--- config.mk ---
export PLATFORM = sky130hd
export DESIGN_NAME = occ_multichan_capture_ctrl_flat
export DESIGN_NICKNAME = d
export VERILOG_FILES = /design/src/rtl/occ_multichan_capture_ctrl_if.sv /design/src/rtl/occ_multichan_capture_ctrl.sv /design/src/flat_wrapper.sv
export SDC_FILE = /design/constraint.sdc
export NUM_CORES = 1
export LEC_CHECK = 0
export ABC_AREA = 1
export CORE_ASPECT_RATIO = 1.2
export CORE_MARGIN = 1.5
export CORE_UTILIZATION = 63
export CTS_BUF_LIST = sky130_fd_sc_hd__clkbuf_2
export DETAILED_ROUTE_END_ITERATION = 6
export HOLD_SLACK_MARGIN = 0.03
export PLACE_DENSITY = 0.85
export SETUP_SLACK_MARGIN = 0.5
export SLEW_MARGIN = 20
export SYNTH_ARGS = -nofsm -noshare
export SYNTH_HDL_FRONTEND = slang
export SYNTH_SLANG_ARGS = --single-unit
export TNS_END_PERCENT = 1
--- constraint.sdc ---
create_clock -name clock -period 3 [get_ports clock]
set_clock_uncertainty 0.05 [all_clocks]
set_input_delay 0.6 -clock clock [delete_from_list [all_inputs] [get_ports clock]]
set_output_delay 0.6 -clock clock [all_outputs]
set_load 0.01 [all_outputs]
--- src/rtl/occ_multichan_capture_ctrl_if.sv ---
// occ_multichan_capture_ctrl_if: valid/ready config port carrying per-channel pulse widths.
interface occ_multichan_capture_ctrl_if #(
   parameter int NUM_CHANNELS = 4,
   parameter int MAX_PULSES   = 8
);
   localparam int CW = (NUM_CHANNELS > 1) ? $clog2(NUM_CHANNELS) : 1;
   localparam int WW = $clog2(MAX_PULSES + 1);
   logic          valid;
   logic          ready;
   logic [CW-1:0] chan;
   logic [WW-1:0] width;
   modport master (output valid, chan, width, input ready);
   modport slave  (input valid, chan, width, output ready);
endinterface

--- src/rtl/occ_multichan_capture_ctrl.sv ---
// occ_multichan_capture_ctrl: on-chip clock controller driving per-channel gate enables
// from a scan-loaded capture mask segment, with per-channel pulse widths.
module occ_multichan_capture_ctrl #(
   parameter int NUM_CHANNELS = 4,
   parameter int MAX_PULSES   = 8,
   parameter int SYNC_CYCLES  = 2
) (
   input  logic                        clock,
   input  logic                        reset,
   input  logic                        test_mode,
   input  logic                        fast_capture_mode,
   input  logic                        kill_clock_en,
   input  logic                        scan_en,
   input  logic                        scan_in,
   output logic                        scan_out,
   occ_multichan_capture_ctrl_if.slave cfg,
   output logic [NUM_CHANNELS-1:0]     clock_en,
   output logic                        capture_active,
   output logic                        capture_done
);
   localparam int CW = (NUM_CHANNELS > 1) ? $clog2(NUM_CHANNELS) : 1;
   localparam int WW = $clog2(MAX_PULSES + 1);
   localparam int KW = (MAX_PULSES > 1) ? $clog2(MAX_PULSES) : 1;
   localparam int NW = (SYNC_CYCLES > 1) ? $clog2(SYNC_CYCLES) : 1;
   localparam int SL = NUM_CHANNELS * MAX_PULSES;
   typedef enum logic [1:0] {IDLE, WAIT, CAPTURE, DONE} state_t;
   state_t        state, state_nxt;
   logic [SL-1:0] seg;
   logic [WW-1:0] width [NUM_CHANNELS];
   logic [KW-1:0] k;
   logic [NW-1:0] cnt;
   logic          scan_en_q;
   assign cfg.ready = ~reset & (state == IDLE);
   // channel c owns seg[c*MAX_PULSES +: MAX_PULSES]; channel 0 sits nearest scan_out
   always_ff @(posedge clock) begin
      if (reset) begin
         state        <= IDLE;
         seg          <= '0;
         k            <= '0;
         cnt          <= '0;
         scan_en_q    <= 1'b0;
         scan_out     <= 1'b0;
         capture_done <= 1'b0;
         for (int c = 0; c < NUM_CHANNELS; c++) width[c] <= WW'(MAX_PULSES);
      end else begin
         state        <= state_nxt;
         scan_en_q    <= scan_en;
         scan_out     <= test_mode & seg[0];
         capture_done <= (state_nxt == DONE) && (state != DONE);
         cnt          <= (state == WAIT) ? cnt - NW'(1) : NW'(SYNC_CYCLES - 1);
         k            <= (state == CAPTURE) ? k + KW'(1) : '0;
         if (test_mode & scan_en) seg <= SL'({scan_in, seg} >> 1);
         if (cfg.valid & cfg.ready)
            for (int c = 0; c < NUM_CHANNELS; c++)
               if (cfg.chan == CW'(c))
                  width[c] <= (cfg.width > WW'(MAX_PULSES)) ? WW'(MAX_PULSES) : cfg.width;
      end
   end
   always_comb begin
      state_nxt      = state;
      capture_active = (state == CAPTURE);
      clock_en       = '0;
      unique case (state)
         IDLE:    state_nxt = (scan_en_q & ~scan_en) ? WAIT : IDLE;
         WAIT:    state_nxt = scan_en ? IDLE : (cnt == '0) ? CAPTURE : WAIT;
         CAPTURE: state_nxt = scan_en ? IDLE : (k == KW'(MAX_PULSES - 1)) ? DONE : CAPTURE;
         DONE:    state_nxt = scan_en ? IDLE : DONE;
         default: state_nxt = IDLE;
      endcase
      if (!test_mode || !fast_capture_mode) state_nxt = IDLE;
      // fast capture indexes the mask by k so the loaded pattern survives the window
      for (int c = 0; c < NUM_CHANNELS; c++)
         clock_en[c] = !test_mode ? ~kill_clock_en :
                       !fast_capture_mode ? (scan_en | (seg[c*MAX_PULSES] & (|width[c]))) :
                       (capture_active & seg[c*MAX_PULSES + int'(k)] & (WW'(k) < width[c]));
   end
endmodule
--- src/flat_wrapper.sv ---
// flat-port wrapper written by rule: the top's interface ports become plain ports
module occ_multichan_capture_ctrl_flat 
#(
   parameter int NUM_CHANNELS = 4,
   parameter int MAX_PULSES   = 8,
   parameter int SYNC_CYCLES  = 2
)
  (clock, reset, test_mode, fast_capture_mode, kill_clock_en, scan_en, scan_in, scan_out, clock_en, capture_active, capture_done, cfg_valid, cfg_chan, cfg_width, cfg_ready);
  occ_multichan_capture_ctrl_if #(.NUM_CHANNELS(NUM_CHANNELS), .MAX_PULSES(MAX_PULSES)) cfg_i ();
  input  logic clock;
  input  logic reset;
  input  logic test_mode;
  input  logic fast_capture_mode;
  input  logic kill_clock_en;
  input  logic scan_en;
  input  logic scan_in;
  output logic scan_out;
  output logic [NUM_CHANNELS-1:0] clock_en;
  output logic capture_active;
  output logic capture_done;
  input wire logic [$bits(cfg_i.valid)-1:0] cfg_valid;
  input wire logic [$bits(cfg_i.chan)-1:0] cfg_chan;
  input wire logic [$bits(cfg_i.width)-1:0] cfg_width;
  output wire logic [$bits(cfg_i.ready)-1:0] cfg_ready;
  assign cfg_i.valid = cfg_valid;
  assign cfg_i.chan = cfg_chan;
  assign cfg_i.width = cfg_width;
  assign cfg_ready = cfg_i.ready;
  occ_multichan_capture_ctrl #(.NUM_CHANNELS(NUM_CHANNELS), .MAX_PULSES(MAX_PULSES), .SYNC_CYCLES(SYNC_CYCLES)) u_core (.clock(clock), .reset(reset), .test_mode(test_mode), .fast_capture_mode(fast_capture_mode), .kill_clock_en(kill_clock_en), .scan_en(scan_en), .scan_in(scan_in), .scan_out(scan_out), .cfg(cfg_i), .clock_en(clock_en), .capture_active(capture_active), .capture_done(capture_done));
endmodule
==> out/metrics.sh <==
STATUS='completed'
SYN_AVG_CELL_AREA_SQ_UM=7.45
FINAL_AREA_SQ_MM=0.00334
DETAIL_ROUTE.ITER0.VIOLATIONS=387
CORE-AREA_SQ_MM=0.00429
YOSYSUNIQUECELLTYPES=24
DP.CELLS=454
POWER.SHARE.SEQUENTIAL=0.603
GRT_START_MAX_NET_PINS=65
FIRST_PASS_ITERS=5
POWER_FRAC_COMB=0.127
TIMING.FINAL.SETUP_VIOLATIONS=0
MEASURED_SLEW_AT_THE_WORST_SLEW_CHECK_PIN_NS=0.275
FINAL_COMMON_CELL='nand2_1'
GRT_FIRST_PASS_WIRELENGTH_UM=10500
POST_SYNTH_NET_TOTAL=408
SEQUENTIAL_CELL_AREA_SQ_MM=0.00131
HPWL_UM=4110
POWER.TOTAL_uW=1420
P_SWITCHING_uW=400
LEAKAGE_uW=0.00150
REGTOREGSETUPSLACK_NS=1.45
FLOORPLAN.DIE_AREA_SQ_MM=0.00495
INTERNAL_POWER_uW=1020
WORST_SETUP_HOLD_PATH_CLK_SLEW_NS=0.15
GR-USAGE-ALL-LAYERS=0.277
NET_COUNT_FINAL=436
CAP_VIOLATIONS=0
NUMBER_OF_FILLER_INSTANCES_IN_THE_FINAL_LAYOUT=314
CRITICAL_PATH_ARRIVAL_NS=1.90
DRT-WIRELENGTH-PER-CELL_UM=13.0
YOSYS_REGISTER_BITS=57
PLACEMENTROWS=26
CLOCK-SINKS=57
SLEW_HEADROOM=0.816
TIMING.SETUP.CRITICAL_PATH_CLASS='flip-flop to output pin'
VIA_PER_INST=5.41
DRIVE_ABOVE_1_SHARE=0.171
REPORT.FINAL.SLEW_VIOL_COUNT=0
POST-ROUTE-DRC-COUNT=0
TRITONCTS='yes'
DIE_Y_UM=76.8
MOSTFREQUENTLAYOUTCELLS='nand2_1, inv_1, o21ai_0, dfxtp_1, a21oi_1'
CTS.PATH.MAX_BUFFERS=2
REQUIRED_NS=2.35
RSZ0062_AT_GRT='yes'
ANT_NETS=0
START_KIND='flip-flop'
DIODES=0
FINALCRITICALPERIOD_NS=2.55
WORST_SETUP_PATH_END_KIND='output pin'
VDD_IR_DROP_MAX_uV=251
NUMCTSBUFFERS=9
CLOCKPOWERSHARE=0.270
FIRST_GLOBAL_VIAS=2359
FIN_CRIT_SH=0.849
COUNT_OF_MAPPED_CELLS_OUT_OF_SYNTHESIS=384
MULTI_INPUT_AREA_SQ_MM=0.00132
TIMING.CRITICAL_PATH.FANOUT_MAX=5
CLOCK_TREE_ROOT_DRIVER_CELL='clkbuf_2'
CTSHOLDBUFFERS=0
VIAS=2553
DETAIL_ROUTE.WIRELENGTH_UM=6150
SYNTHESIS.YOSYS.WARNINGS=0
TIMING.FINAL.HOLD_VIOLATIONS=0
HOLD_PATH.CLASS='flip-flop to flip-flop'
SYN_TO_FINAL_GROWTH_PCT=16.8
PWR_DENSITY_CELL_mW_PER_MM2=425
GR-TOTAL-OVERFLOW=0
YOSYSSEQAREASHARE=0.455
NETSWITCHINGFRACTION=0.282
POST_LAYOUT_NONFILLER_INSTANCES=472
SYNTH_AREA_SQ_MM=0.00286
DIE_W_UM=64.5
CLK_LATENCY_NS=0.49
PLACEMENT.IO_BUFFERS=21
POSTPLACECELLAREA_SQ_MM=0.00312
IO_PINS=22
INITIAL_UTILIZATION=0.666
CTS_MAX_LEVEL=3
PLACER_S_FINAL_ROUTABILITY_CONGESTION_ESTIMATE=0.755
FMAXACHIEVABLE_GHz=0.393
INITIAL_ANTENNA_VIOLATION_COUNT=0
==> registers in the layout, indices dropped and copies added (netlist names) <==
signal / flops
u_core.capture_done: 1
u_core.cnt: 1
u_core.k: 3
u_core.scan_en_q: 1
u_core.scan_out: 1
u_core.seg: 32
u_core.state: 2
u_core.width: 16
==> per-layer routing <==
layer | routed length (um) | share of wire | global-route usage
met1 | 2580 | 0.42 | 0.337
met5 | 0 | 0 | 0
met4 | 200 | 0.032 | 0.136
met3 | 331 | 0.054 | 0.0572
met2 | 3050 | 0.49 | 0.464
==> area by class of cell <==
class | instances | share of cell area
multi-input cells | 243 | 0.395
flip-flops and latches | 57 | 0.391
repair buffers | 32 | 0.0899
inverters | 69 | 0.0809
well taps | 56 | 0.0210
clock buffers | 13 | 0.0195
clock inverters | 2 | 0.00225
==> worst max-delay path, cell delays in order, from the launching register on <==
cell and delay [ns]:
dfxtp_2 0.39, buf_8 0.15, ha_4 0.20, nand2_1 0.06, nand2_1 0.06, a21oi_2 0.16
nand3_1 0.09, nand2_1 0.08, nand2_1 0.05, nand2_1 0.05, buf_2 0.12
==> synthesized netlist by cell type <==
cell / count / share of area
a21oi_1: 40 / 0.070
a31oi_1: 3 / 0.0066
buf_1: 4 / 0.0053
buf_2: 1 / 0.0017
buf_4: 1 / 0.0026
buf_6: 3 / 0.012
buf_8: 1 / 0.0053
clkbuf_1: 5 / 0.0066
dfxtp_1: 41 / 0.29
edfxtp_1: 16 / 0.17
ha_1: 10 / 0.044
inv_1: 68 / 0.089
inv_8: 1 / 0.0039
nand2_1: 80 / 0.11
nand2_2: 5 / 0.011
nand3_1: 21 / 0.037
nor2_1: 31 / 0.041
nor2_2: 1 / 0.0022
nor2_4: 1 / 0.0039
nor3_1: 3 / 0.0053
nor3_2: 4 / 0.014
o21ai_0: 38 / 0.067
o21ai_1: 1 / 0.0017
or2_2: 5 / 0.011
==> final timing paths <==
kind                        endpoint            start  cells after the start
hold reg to reg      u_core.scan_out    u_core.seg[0]                      2
hold / removal       u_core.scan_out    u_core.seg[0]                      2
setup reg to reg  u_core.width[0][0]  u_core.state[0]                      6
setup / recovery         clock_en[0]      u_core.k[1]                     10
==> through the flow <==
step	worst slack, ns	hold WS, ns	TNS (ns)	util
3_5_place_dp	-0.0821	0.380	-0.227	0.726
4_1_cts	0.457	0.399	0	0.770
3_3_place_gp	0.0291	0.377	0	0.726
2_1_floorplan	1.13	0.360	0	-
5_1_grt	0.330	0.425	0	0.778
6_report	0.453	0.394	0	0.778
==> kinds of logic (layout without fill, tap and decap cells) <==
logic type / after synthesis / in the layout / synth area share
flip-flops: 57 / 57 / 0.455
AO/OA/AOI/OAI: 82 / 82 / 0.145
buffers and inverters: 84 / 116 / 0.126
AND/OR/NAND/NOR: 151 / 151 / 0.230
adder cells (fa/ha/maj): 10 / 10 / 0.0438
==> power by group through the flow <==
stage	clock (uW)	sequential, uW	combinational, uW
after floorplan	0	867	113
after global placement	0	870	166
after detailed placement	0	872	171
after CTS	381	855	176
after global routing	413	861	204
final	384	856	180
==> what timing repair did <==
action                     CTS  global route
gates resized for setup     43             5
setup endpoints to repair    4             6
buffers inserted             1             2
pin swaps                   20            10
No activity file was read; power rests on OpenSTA's default activity.
